### config.mk
export PLATFORM = sky130hd
export DESIGN_NAME = fft_pingpong_ctrl
export DESIGN_NICKNAME = d
export VERILOG_FILES = /design/src/rtl/fft_pkg.sv /design/src/rtl/fft_bitrev_iter.sv /design/src/rtl/fft_pingpong_ctrl.sv
export SDC_FILE = /design/constraint.sdc
export NUM_CORES = 1
export LEC_CHECK = 0
export ABC_AREA = 1
export CAP_MARGIN = 30
export CORE_UTILIZATION = 54
export DETAILED_ROUTE_END_ITERATION = 12
export PLACE_DENSITY_LB_ADDON = 0.3
export SLEW_MARGIN = 20
export SYNTH_ARGS = -nofsm -noshare
export SYNTH_HDL_FRONTEND = slang
export SYNTH_SLANG_ARGS = --single-unit
### constraint.sdc
create_clock -name clk -period 6 [get_ports clk]
set_input_delay 0.9 -clock clk [delete_from_list [all_inputs] [get_ports clk]]
set_output_delay 0.9 -clock clk [all_outputs]
set_load 0.01 [all_outputs]
### src/rtl/fft_pkg.sv
// Shared types and helpers for the FFT ping-pong buffer controller.
// Holds the bank state encoding, the status bit map and the signed bit-width function.
package fft_pkg;

  typedef enum logic [2:0] {
    B_FREE,
    B_FILL,
    B_FULL,
    B_BUSY,
    B_RESULT
  } bank_state_t;

  localparam int ST_IN_READY  = 0;
  localparam int ST_BUSY      = 1;
  localparam int ST_RES_VALID = 2;

  // Smallest k with -2^k <= x < 2^k. Negative values are folded onto ~x,
  // so the result is the index of the highest set bit plus one.
  function automatic logic [5:0] sbw(input logic signed [31:0] x);
    logic [31:0] m;
    logic [5:0]  k;
    m = x[31] ? ~x : x;
    k = '0;
    for (int i = 0; i < 32; i++)
      if (m[i]) k = 6'(i + 1);
    return k;
  endfunction

endpackage

### src/rtl/fft_bitrev_iter.sv
// Frame sample counter that also presents its value bit-reversed for
// FFT input ordering. o_full flags the last index of the frame.
module fft_bitrev_iter #(
  parameter int N = 10
) (
  input  logic         clk,
  input  logic         reset,
  input  logic         i_clr,
  input  logic         i_inc,
  output logic [N-1:0] o_cnt,
  output logic [N-1:0] o_addr,
  output logic         o_full
);

  logic [N-1:0] r_cnt;

  always_ff @(posedge clk or posedge reset) begin
    if (reset)      r_cnt <= '0;
    else if (i_clr) r_cnt <= '0;
    else if (i_inc) r_cnt <= r_cnt + 1'b1;
  end

  always_comb begin
    o_addr = '0;
    for (int i = 0; i < N; i++)
      o_addr[i] = r_cnt[N-1-i];
  end

  assign o_cnt  = r_cnt;
  assign o_full = &r_cnt;

endmodule

### src/rtl/fft_pingpong_ctrl.sv
// Two-bank ping-pong controller: fills one bank with bit-reversed samples while
// the FFT engine works on the other and the host drains results.
module fft_pingpong_ctrl
  import fft_pkg::*;
#(
  parameter int FFT_LENGTH = 1024,
  parameter int FFT_DW     = 16,
  parameter int FFT_N      = $clog2(FFT_LENGTH),
  parameter int MAXBW_W    = $clog2(FFT_DW) + 1
) (
  input  logic                     clk,
  input  logic                     reset,
  input  logic                     autorun,
  input  logic                     run,
  input  logic                     fin,
  input  logic                     in_valid,
  input  logic signed [FFT_DW-1:0] in_real,
  input  logic signed [FFT_DW-1:0] in_imag,
  output logic                     in_ready,
  output logic                     wr_en,
  output logic                     wr_bank,
  output logic [FFT_N-1:0]         wr_addr,
  output logic [2*FFT_DW-1:0]      wr_data,
  output logic                     fft_start,
  output logic                     fft_bank,
  output logic [MAXBW_W-1:0]       fft_bw,
  input  logic                     fft_done,
  output logic                     res_valid,
  output logic                     res_bank,
  output logic [MAXBW_W-1:0]       res_bw,
  output logic [2:0]               status,
  output logic [15:0]              ovf_count
);

  bank_state_t r_st [2];
  logic [MAXBW_W-1:0] r_bw [2];
  logic r_fb, r_cb, r_rb;
  logic r_wr_en, r_wr_bank, r_fft_start, r_fft_bank;
  logic [FFT_N-1:0] r_wr_addr;
  logic [2*FFT_DW-1:0] r_wr_data;
  logic [MAXBW_W-1:0] r_fft_bw;
  logic [15:0] r_ovf;

  logic w_in_ready, w_acc, w_last, w_any_busy, w_start, w_res_valid, w_full;
  logic [FFT_N-1:0] w_cnt, w_addr;
  logic [MAXBW_W-1:0] w_bw_re, w_bw_im, w_sw;

  assign w_in_ready  = (r_st[r_fb] == B_FREE) || (r_st[r_fb] == B_FILL);
  assign w_acc       = in_valid && w_in_ready;
  assign w_last      = w_acc && w_full;
  assign w_any_busy  = (r_st[0] == B_BUSY) || (r_st[1] == B_BUSY);
  // Bank state is registered, so a bank that goes FULL this edge starts next cycle at the earliest.
  assign w_start     = (r_st[r_cb] == B_FULL) && !w_any_busy && (autorun || run);
  assign w_res_valid = (r_st[r_rb] == B_RESULT);

  assign w_bw_re = MAXBW_W'(sbw(32'(in_real)));
  assign w_bw_im = MAXBW_W'(sbw(32'(in_imag)));
  assign w_sw    = (w_bw_re > w_bw_im) ? w_bw_re : w_bw_im;

  fft_bitrev_iter #(.N(FFT_N)) u_iter (
    .clk    (clk),
    .reset  (reset),
    .i_clr  (w_last),
    .i_inc  (w_acc),
    .o_cnt  (w_cnt),
    .o_addr (w_addr),
    .o_full (w_full)
  );

  // Fill, start, done and fin each target a bank in a distinct state, so they never collide.
  always_ff @(posedge clk or posedge reset) begin
    if (reset) begin
      r_st[0]     <= B_FREE;
      r_st[1]     <= B_FREE;
      r_bw[0]     <= '0;
      r_bw[1]     <= '0;
      r_fb        <= 1'b0;
      r_cb        <= 1'b0;
      r_rb        <= 1'b0;
      r_wr_en     <= 1'b0;
      r_wr_bank   <= 1'b0;
      r_wr_addr   <= '0;
      r_wr_data   <= '0;
      r_fft_start <= 1'b0;
      r_fft_bank  <= 1'b0;
      r_fft_bw    <= '0;
      r_ovf       <= '0;
    end else begin
      if (w_acc) begin
        r_st[r_fb] <= w_last ? B_FULL : B_FILL;
        if (w_cnt == '0 || w_sw > r_bw[r_fb])
          r_bw[r_fb] <= w_sw;
        if (w_last)
          r_fb <= ~r_fb;
        r_wr_bank <= r_fb;
        r_wr_addr <= w_addr;
        r_wr_data <= {in_imag, in_real};
      end
      r_wr_en <= w_acc;
      if (w_start) begin
        r_st[r_cb] <= B_BUSY;
        r_fft_bank <= r_cb;
        r_fft_bw   <= r_bw[r_cb];
      end
      r_fft_start <= w_start;
      if (fft_done && w_any_busy) begin
        r_st[r_cb] <= B_RESULT;
        r_cb       <= ~r_cb;
      end
      if (fin && w_res_valid) begin
        r_st[r_rb] <= B_FREE;
        r_rb       <= ~r_rb;
      end
      if (in_valid && !w_in_ready && r_ovf != 16'hFFFF)
        r_ovf <= r_ovf + 16'd1;
    end
  end

  assign in_ready  = w_in_ready;
  assign wr_en     = r_wr_en;
  assign wr_bank   = r_wr_bank;
  assign wr_addr   = r_wr_addr;
  assign wr_data   = r_wr_data;
  assign fft_start = r_fft_start;
  assign fft_bank  = r_fft_bank;
  assign fft_bw    = r_fft_bw;
  assign res_valid = w_res_valid;
  assign res_bank  = r_rb;
  assign res_bw    = r_bw[r_rb];
  assign ovf_count = r_ovf;

  always_comb begin
    status               = '0;
    status[ST_IN_READY]  = w_in_ready;
    status[ST_BUSY]      = w_any_busy;
    status[ST_RES_VALID] = w_res_valid;
  end

endmodule

==> PnR_summary.wiki, run 1 <==
{| class="wikitable"
! Metric !! Value
|-
| Maximum clock frequency || 0.185 GHz
|-
| Diodes inserted || 0
|-
| Number of levels in the clock H-tree || 3
|-
| Yosys reg bits || 93
|-
| Summed area of non-filler cells in the final layout || 6290 sq um
|-
| Largest incremental delay on the critical path || 1.02 ns
|-
| Clk buf depth || 2
|-
| Post-layout net count || 746
|-
| Register-to-register path setup slack || 3.37 ns
|-
| Last weighted congestion value of the routability-driven placer || 0.976
|-
| Worst setup path category || primary input to flip-flop
|-
| Violation count after the first detailed-routing iteration || 228
|-
| Die X-Extent || 97.0 um
|-
| Count of non-filler cells in the finished layout || 807
|-
| Top cell by count, worst path || sky130_fd_sc_hd__nand2_1
|-
| Number of unique standard cell types used by synthesis || 41
|-
| Met2 capacity usage during global routing || 0.433
|-
| Area overhead of the layout relative to synthesis || 29.1%
|-
| Global-route met1 utilization || 0.331
|-
| Max-cap viol count || 0
|-
| Number of buffers inserted by hold repair at cts || 0
|-
| Post-synth design cell area || 4880 sq um
|-
| Clock skew || 0.00614 ns
|-
| Register area share after synthesis || 0.477
|-
| Worst rel slew slack || 0.441
|-
| Worst Path Arrival || 5.64 ns
|-
| First-pass GRT wire length || 19600 um
|-
| Post CTS Setup Buffer Count || 0
|-
| Number of cell instances on the worst register-to-register path || 12
|-
| Initial Util || 0.559
|-
| Clock transition at path regs || 0.08 ns
|-
| Number of max-slew violations in the final report || 0
|-
| Half-perimeter wire length of the detailed placement result || 8550 um
|-
| Family of cells with the greatest summed delay on the critical path || simple AND/OR/NAND/NOR gates
|-
| Capturing element type of the critical path || flip-flop
|-
| Critical path endpoint || r_bw[8]
|-
| CP max FO || 17
|-
| Row Count || 34
|-
| Inserted Clock Buffers || 9
|-
| Setup tns final || 0 ns
|-
| Transition time of the tightest slew-check pin || 0.836 ns
|-
| Final Hold Vio Count || 0
|-
| Post-route clock period utilization || 0.901
|-
| Total placed instance area || 6040 sq um
|-
| DRC Markers || 0
|-
| Pin count of the biggest net entering global routing || 65
|-
| Startpoint types || primary input
|-
| Die area || 9410 sq um
|-
| Antenna violations before repair || 0
|-
| Number of global-route vias before repair || 4291
|-
| Vias || 4351
|-
| Result of the run || completed
|-
| Busiest layer in global routing || met2
|-
| Count of instances resized after the clock tree is built || 0
|-
| Worst path bufs/invs || 1
|-
| Global route total overflow || 0
|-
| Fraction of layout instances using a drive strength above 1 || 0.0558
|-
| Synth Warn # || 0
|-
| Depth of the critical timing path with buffers and inverters included || 30
|-
| Worst hold path type || flip-flop to flip-flop
|-
| Total wire length after detailed routing || 11700 um
|-
| Tmin final || 5.41 ns
|-
| Wire length per cell || 14.5 um
|-
| Average vias per placed instance || 5.39
|-
| Cell count after synthesis || 587
|-
| CP startpoint || in_imag[15]
|-
| Die outline height || 97.0 um
|-
| Setup repair after global routing missed its margin || no
|-
| Router iterations before antenna repair || 5
|-
| Startpoint of the worst register-to-register path || r_fb
|-
| Endpoint of the worst-slack reg-to-reg timing path || u_iter.o_cnt[8]
|-
| LEAKAGE || 3.00 nW
|-
| Placed Instances || 791
|-
| CTS Root Cell || sky130_fd_sc_hd__clkbuf_8
|-
| GR Util All Layers || 0.257
|-
| IO Pins || 117
|-
| Avg Synthesized Cell Area || 8.31 sq um
|-
| M3 GR Usage || 0.0571
|-
| Number of nets still failing antenna checks after routing || 0
|-
| Count of buffers from port buffering || 114
|-
| Clk_lat worst skew || 0.36 ns
|-
| Power density of the placed cells || 440 nW/um^2
|-
| Final setup vio count || 0
|-
| TritonCTS clock tree || done
|-
| Clock sink count || 93
|-
| Max VDD drop || 224 uV
|-
| Critical Path Slowest Stage Cell || sky130_fd_sc_hd__clkdlybuf4s50_1
|-
| Core Footprint || 8720 sq um
|-
| Required time at the worst-slack endpoint || 6.23 ns
|}
[worst min-delay path: cells and delay by family, from the launching register on]
| kind | cells | cell delay, ns |
|---|---|---|
| and+or+nand+nor | 2 | 0.10 |
| DFF | 1 | 0.35 |
[area by class of cell]
class	instances	area (sq um)
multi-input cells	412	2180
well taps	108	135
repair buffers	119	1200
inverters	61	233
flip-flops and latches	93	2330
clock buffers	10	138
fillers	665	2430
clock inverters	4	73.8
[cell usage after synthesis (all sizes together)]
library cell,count,share of area
o32ai,1,0.0018
ha,11,0.028
inv,61,0.047
nand4,5,0.0064
o211ai,1,0.0015
nand2,195,0.16
nand3,26,0.030
xnor2,29,0.054
a21boi,1,0.0015
conb,1,0.00077
o41ai,2,0.0036
a31oi,5,0.0064
o21ai,44,0.046
dfrtp,93,0.48
buf,14,0.022
o221ai,3,0.0054
nor3,13,0.013
nor4,3,0.0069
a32oi,2,0.0036
clkbuf,8,0.0062
nor2,35,0.033
o21bai,2,0.0031
and2,1,0.0013
xor2,14,0.025
a21oi,13,0.013
a22oi,3,0.0046
o31ai,1,0.0015
[layer usage]
layer / up-vias / routed length (um)
li1: 2085 / -
met1: 2081 / 4980
met2: 159 / 5760
met3: 26 / 707
met4: 0 / 250
met5: - / 0
[where the power goes]
| part | switching [W] | internal, W | leakage [nW] |
|---|---|---|---|
| Clock | 0.000215 | 0.000242 | 0.108 |
| Sequential | 0.000181 | 0.000870 | 1.15 |
| Combinational | 0.000646 | 0.000618 | 1.74 |
| Total | 0.00104 | 0.00173 | 3.00 |
[cell usage in the layout (no fill, tap or decap), types with 3 or more instances in the layout]
| cell | Yosys | layout |
|---|---|---|
| sky130_fd_sc_hd__o221ai_1 | 3 | 3 |
| sky130_fd_sc_hd__nand2_1 | 190 | 190 |
| sky130_fd_sc_hd__buf_4 | 7 | 3 |
| sky130_fd_sc_hd__nand4_1 | 5 | 5 |
| sky130_fd_sc_hd__nor2_4 | 3 | 3 |
| sky130_fd_sc_hd__dfrtp_1 | 93 | 93 |
| sky130_fd_sc_hd__xnor2_1 | 28 | 28 |
| sky130_fd_sc_hd__a31oi_1 | 5 | 5 |
| sky130_fd_sc_hd__a21oi_1 | 13 | 13 |
| sky130_fd_sc_hd__ha_1 | 11 | 11 |
| sky130_fd_sc_hd__xor2_1 | 14 | 14 |
| sky130_fd_sc_hd__nor3_1 | 13 | 13 |
| sky130_fd_sc_hd__nand2_4 | 3 | 3 |
| sky130_fd_sc_hd__clkbuf_8 | 0 | 10 |
| sky130_fd_sc_hd__a22oi_1 | 3 | 3 |
| sky130_fd_sc_hd__nand3_1 | 24 | 24 |
| sky130_fd_sc_hd__nor2_2 | 3 | 3 |
| sky130_fd_sc_hd__nor2_1 | 29 | 29 |
| sky130_fd_sc_hd__inv_1 | 58 | 57 |
| sky130_fd_sc_hd__o21ai_0 | 41 | 41 |
| sky130_fd_sc_hd__clkdlybuf4s50_1 | 0 | 114 |
[registers in the layout, indices dropped and copies added, names as in the netlist]
| name | flops |
|---|---|
| ovf_count | 16 |
| wr_bank | 1 |
| fft_start | 1 |
| fft_bank | 1 |
| wr_data | 32 |
| res_bank | 1 |
| r_cb | 1 |
| u_iter.o_cnt | 10 |
| r_bw | 8 |
| wr_addr | 10 |
| r_st | 6 |
| wr_en | 1 |
| fft_bw | 4 |
| r_fb | 1 |
[through the flow]
stage               utilization  power [W]  setup slack, ns  hold WS, ns
CTS                       0.717    0.00277            0.662        0.481
detailed placement        0.693    0.00231            0.374        0.459
finish                    0.722    0.00277            0.594        0.478
global route              0.722    0.00297           0.0815        0.503
global placement          0.693    0.00225            0.757        0.454
floorplan                     -    0.00171             1.89        0.471
[worst min-delay path by stage]
stage	from	endpoint	slack, ns	cells past startpoint
6_report	wr_data[3]	wr_data[3]	0.48	2
5_1_grt	wr_data[12]	wr_data[12]	0.50	2
4_1_cts	wr_data[23]	wr_data[23]	0.48	2
3_5_place_dp	wr_data[23]	wr_data[23]	0.46	2
3_3_place_gp	wr_data[11]	wr_data[11]	0.45	2
2_1_floorplan	r_bw[5]	r_bw[5]	0.47	2
[kinds of logic after synthesis]
| family | share of synthesized area |
|---|---|
| AND/OR/NAND/NOR | 0.247 |
| AO/OA/AOI/OAI | 0.0924 |
| flip-flops | 0.477 |
| adder cells (fa/ha/maj) | 0.0282 |
| other | 0.000769 |
| buffers and inverters | 0.0754 |
| XOR/XNOR | 0.0788 |
No activity file was read; power rests on OpenSTA's default activity.
==> inputs of run 2 (changes only) <==
--- a/config.mk
+++ b/config.mk
@@ -5,8 +5,8 @@
 export SDC_FILE = /design/constraint.sdc
 export NUM_CORES = 1
 export LEC_CHECK = 0
-export ABC_AREA = 1
 export CAP_MARGIN = 30
+export CORE_MARGIN = 8
 export CORE_UTILIZATION = 54
 export DETAILED_ROUTE_END_ITERATION = 12
 export PLACE_DENSITY_LB_ADDON = 0.3
==> PnR_summary.wiki, run 2 <==
{| class="wikitable"
! Metric !! Value
|-
| Yosys top cell by area || sky130_fd_sc_hd__dfrtp_1 (unchanged)
|-
| Post-layout net count || 698 (was 746)
|-
| Clock transition at path regs || 0.11 ns (was 0.08 ns)
|-
| Number of levels in the clock H-tree || 3 (unchanged)
|-
| Vias || 4307 (was 4351)
|-
| CP max FO || 13 (was 17)
|-
| Wire length per cell || 16.3 um (was 14.5 um)
|-
| Pin count of the biggest net entering global routing || 57 (was 65)
|-
| LEAKAGE || 2.82 nW (was 3.00 nW)
|-
| Average vias per placed instance || 5.66 (was 5.39)
|-
| Avg Synthesized Cell Area || 8.91 sq um (was 8.31 sq um)
|-
| Number of flip-flops under the largest register name || 32 (unchanged)
|-
| Number of global-route vias before repair || 4406 (was 4291)
|-
| Cell breakdown of the critical path || clkdlybuf4s50_1, or2_2, nor2_1, a2bb2oi_1, o21ai_0, inv_1, ha_1, nand2b_1, a21oi_1, nor2_1, a41oi_2, mux2_2, ha_1, nand2_1, nor2_1, a2111oi_0, o21ai_0, nand4_1, mux2_2
|-
| Setup repair after global routing missed its margin || no (unchanged)
|-
| First-pass GRT wire length || 21200 um (was 19600 um)
|-
| Post-synth design cell area || 4860 sq um (was 4880 sq um)
|-
| Worst setup path category || primary input to flip-flop (unchanged)
|-
| Worst Path Arrival || 5.78 ns (was 5.64 ns)
|-
| Multiplexer share of the synthesized area || 0.0554 (was 0)
|-
| Total wire length after detailed routing || 12400 um (was 11700 um)
|-
| Complex-gate fraction of the synthesized area || 0.115 (was 0.0924)
|-
| Startpoint types || primary input (unchanged)
|-
| Net switching power || 0.000497 W (was 0.00104 W)
|-
| Register area share after synthesis || 0.479 (was 0.477)
|-
| Worst rel slew slack || 0.528 (was 0.441)
|-
| Required time at the worst-slack endpoint || 6.24 ns (was 6.23 ns)
|-
| Clk_lat worst skew || 0.36 ns (about the same)
|-
| Most common cell after layout, fill and taps aside || sky130_fd_sc_hd__nand2_1 (unchanged)
|-
| Critical Path Slowest Stage Cell || sky130_fd_sc_hd__clkdlybuf4s50_1 (unchanged)
|-
| Leading cell types by count after synthesis || 140 x sky130_fd_sc_hd__nand2_1, 93 x sky130_fd_sc_hd__dfrtp_1, 32 x sky130_fd_sc_hd__o21ai_0 (was 190 x sky130_fd_sc_hd__nand2_1, 93 x sky130_fd_sc_hd__dfrtp_1, 58 x sky130_fd_sc_hd__inv_1)
|-
| Die outline height || 111 um (was 97.0 um)
|-
| Result of the run || completed (unchanged)
|-
| Summed area of non-filler cells in the final layout || 6250 sq um (was 6290 sq um)
|-
| Half-perimeter wire length of the detailed placement result || 9010 um (was 8550 um)
|-
| Router iterations before antenna repair || 4 (was 5)
|-
| Fin util || 0.717 (was 0.722)
|-
| Cell count after synthesis || 545 (was 587)
|-
| Row Count || 34 (unchanged)
|-
| Async set-reset flop share out of synthesis || 1.00 (unchanged)
|-
| DRC Markers || 0 (unchanged)
|-
| Dominant combinational cell family by area after synthesis || simple AND/OR/NAND/NOR gates (unchanged)
|-
| Switching power as a share of total power || 0.314 (was 0.376)
|-
| Post-synthesis simple-gate area fraction || 0.238 (was 0.247)
|-
| Combinational group share of total power || 0.244 (was 0.456)
|-
| Tmin final || 5.54 ns (was 5.41 ns)
|-
| Count of non-filler cells in the finished layout || 761 (was 807)
|-
| Max VDD drop || 120 uV (was 224 uV)
|-
| Clk buf depth || 2 (unchanged)
|-
| Adder-cell area share of the yosys netlist || 0.0283 (was 0.0282)
|-
| Transition time of the tightest slew-check pin || 0.708 ns (was 0.836 ns)
|-
| Number of nets still failing antenna checks after routing || 0 (unchanged)
|-
| Top cell by count, worst path || sky130_fd_sc_hd__nor2_1 (was sky130_fd_sc_hd__nand2_1)
|-
| Area overhead of the layout relative to synthesis || 28.7% (was 29.1%)
|-
| Post-Synth XOR/XNOR Area || 0.0397 (was 0.0788)
|-
| Min Hold Slack || 0.484 ns (was 0.478 ns)
|-
| Diodes inserted || 0 (unchanged)
|-
| Maximum clock frequency || 0.181 GHz (was 0.185 GHz)
|-
| Inserted Clock Buffers || 9 (unchanged)
|-
| CTS Root Cell || sky130_fd_sc_hd__clkbuf_8 (unchanged)
|-
| Synth top area share || 0.479 (was 0.477)
|-
| Yosys reg bits || 93 (unchanged)
|-
| Power density of the placed cells || 253 nW/um^2 (was 440 nW/um^2)
|-
| Final Hold Vio Count || 0 (unchanged)
|-
| Violation count after the first detailed-routing iteration || 192 (was 228)
|-
| Number of enable flip-flop cells after synthesis || 0 (unchanged)
|-
| IO Pins || 117 (unchanged)
|-
| Number of unique standard cell types used by synthesis || 50 (was 41)
|-
| Initial Util || 0.557 (was 0.559)
|-
| GR Util All Layers || 0.202 (was 0.257)
|-
| Die X-Extent || 111 um (was 97.0 um)
|-
| Last weighted congestion value of the routability-driven placer || 0.816 (was 0.976)
|-
| Max-cap viol count || 0 (unchanged)
|-
| Antenna violations before repair || 0 (unchanged)
|-
| TritonCTS clock tree || done (unchanged)
|-
| Primary FF master, synth || sky130_fd_sc_hd__dfrtp_1 (unchanged)
|-
| Post-route clock period utilization || 0.923 (was 0.901)
|-
| Largest incremental delay on the critical path || 0.62 ns (was 1.02 ns)
|-
| Top cells by area in the synthesized netlist || sky130_fd_sc_hd__dfrtp_1 48%, sky130_fd_sc_hd__nand2_1 11%, sky130_fd_sc_hd__mux2_2 3.5% (was sky130_fd_sc_hd__dfrtp_1 48%, sky130_fd_sc_hd__nand2_1 15%, sky130_fd_sc_hd__xnor2_1 5.0%)
|-
| Worst hold path type || flip-flop to flip-flop (unchanged)
|-
| Reg power frac || 0.469 (was 0.379)
|-
| Most frequent cell after synthesis || sky130_fd_sc_hd__nand2_1 (unchanged)
|-
| Setup tns final || 0 ns (unchanged)
|-
| Clock sink count || 93 (unchanged)
|-
| Commonest cells after routing, fill and taps aside || 140 x sky130_fd_sc_hd__nand2_1, 114 x sky130_fd_sc_hd__clkdlybuf4s50_1, 93 x sky130_fd_sc_hd__dfrtp_1, 32 x sky130_fd_sc_hd__o21ai_0, 31 x sky130_fd_sc_hd__nor2_1 (was 190 x sky130_fd_sc_hd__nand2_1, 114 x sky130_fd_sc_hd__clkdlybuf4s50_1, 93 x sky130_fd_sc_hd__dfrtp_1, 57 x sky130_fd_sc_hd__inv_1, 41 x sky130_fd_sc_hd__o21ai_0)
|-
| Capturing element type of the critical path || flip-flop (unchanged)
|-
| Clock skew || 0.0143 ns (was 0.00614 ns)
|-
| Power Internal || 0.00109 W (was 0.00173 W)
|-
| Die area || 12300 sq um (was 9410 sq um)
|-
| Synth Warn # || 0 (unchanged)
|-
| Global route total overflow || 0 (unchanged)
|-
| Fraction of layout instances using a drive strength above 1 || 0.0674 (was 0.0558)
|-
| Placed Instances || 745 (was 791)
|-
| Final setup vio count || 0 (unchanged)
|-
| Number of buffers inserted by hold repair at cts || 0 (unchanged)
|-
| Count of buffers from port buffering || 114 (unchanged)
|-
| Total placed instance area || 6030 sq um (was 6040 sq um)
|-
| Fraction of power consumed by the clock network || 0.287 (was 0.165)
|-
| Core Footprint || 8720 sq um (unchanged)
|-
| Number of max-slew violations in the final report || 0 (unchanged)
|}
[run 2: final cells by class]
cell class | count | area [sq um]
Timing Repair Buffer | 117 | 1160
Clock inverter | 7 | 87.6
Fill cell | 635 | 2470
Inverter | 22 | 83.8
Sequential cell | 93 | 2330
Multi-Input combinational cell | 405 | 2330
Tap cell | 108 | 135
Clock buffer | 9 | 124
[run 2: cell families after synthesis]
| group | after synthesis |
|---|---|
| mux | 25 |
| fa+ha+maj | 11 |
| flops | 93 |
| compound gates | 89 |
| other cells | 1 |
| xor+xnor | 22 |
| simple gates | 256 |
| buf+inv | 48 |
[run 2: power by group through the flow]
stage | Combinational (W) | Sequential (W) | Clock [W]
2_1_floorplan | 0.000185 | 0.000762 | 0
3_3_place_gp | 0.000363 | 0.000752 | 0
3_5_place_dp | 0.000379 | 0.000755 | 0
4_1_cts | 0.000389 | 0.000743 | 0.000460
5_1_grt | 0.000425 | 0.000753 | 0.000489
6_report | 0.000386 | 0.000743 | 0.000454
[run 2: layer usage]
| layer | GRT usage | vias to the layer above | part of all wire |
|---|---|---|---|
| met5 | 0 | - | 0 |
| met4 | 0.0856 | 0 | 0.025 |
| met3 | 0.0601 | 30 | 0.066 |
| met2 | 0.344 | 148 | 0.50 |
| met1 | 0.228 | 2068 | 0.41 |
| li1 | - | 2061 | - |
[run 2: path summary, 6_finish.rpt]
path / from / depth (start not counted) / endpoint / slack (ns)
max: in_real[15] / 19 / r_bw[2] / 0.46
min: wr_data[9] / 2 / wr_data[9] / 0.48
max in group asynchronous: reset / 3 / ovf_count[15] / 3.94
min reg2reg: wr_data[9] / 2 / wr_data[9] / 0.48
max reg2reg: r_fb / 8 / r_st[1] / 2.74
min in group asynchronous: reset / 2 / r_st[4] / 0.92
[run 2: timing repair]
item	in CTS	in global routing
setup buffers	0	0
resized for setup	0	1
setup endpoints to repair	0	2
[run 2: through the flow]
stage	total power, W	setup WS, ns
after detailed placement	0.00113	0.303
after CTS	0.00159	0.422
after global routing	0.00167	0.130
after floorplan	0.000947	1.39
final	0.00158	0.465
after global placement	0.00112	0.678
[run 2: worst max-delay path, delay by kind of cell]
kind / cells / cell delay (ns)
AO/OA/AOI/OAI: 6 / 1.63
AND/OR/NAND/NOR: 7 / 1.10
multiplexers: 2 / 0.79
buffers and inverters: 2 / 0.70
adder cells (fa/ha/maj): 2 / 0.66
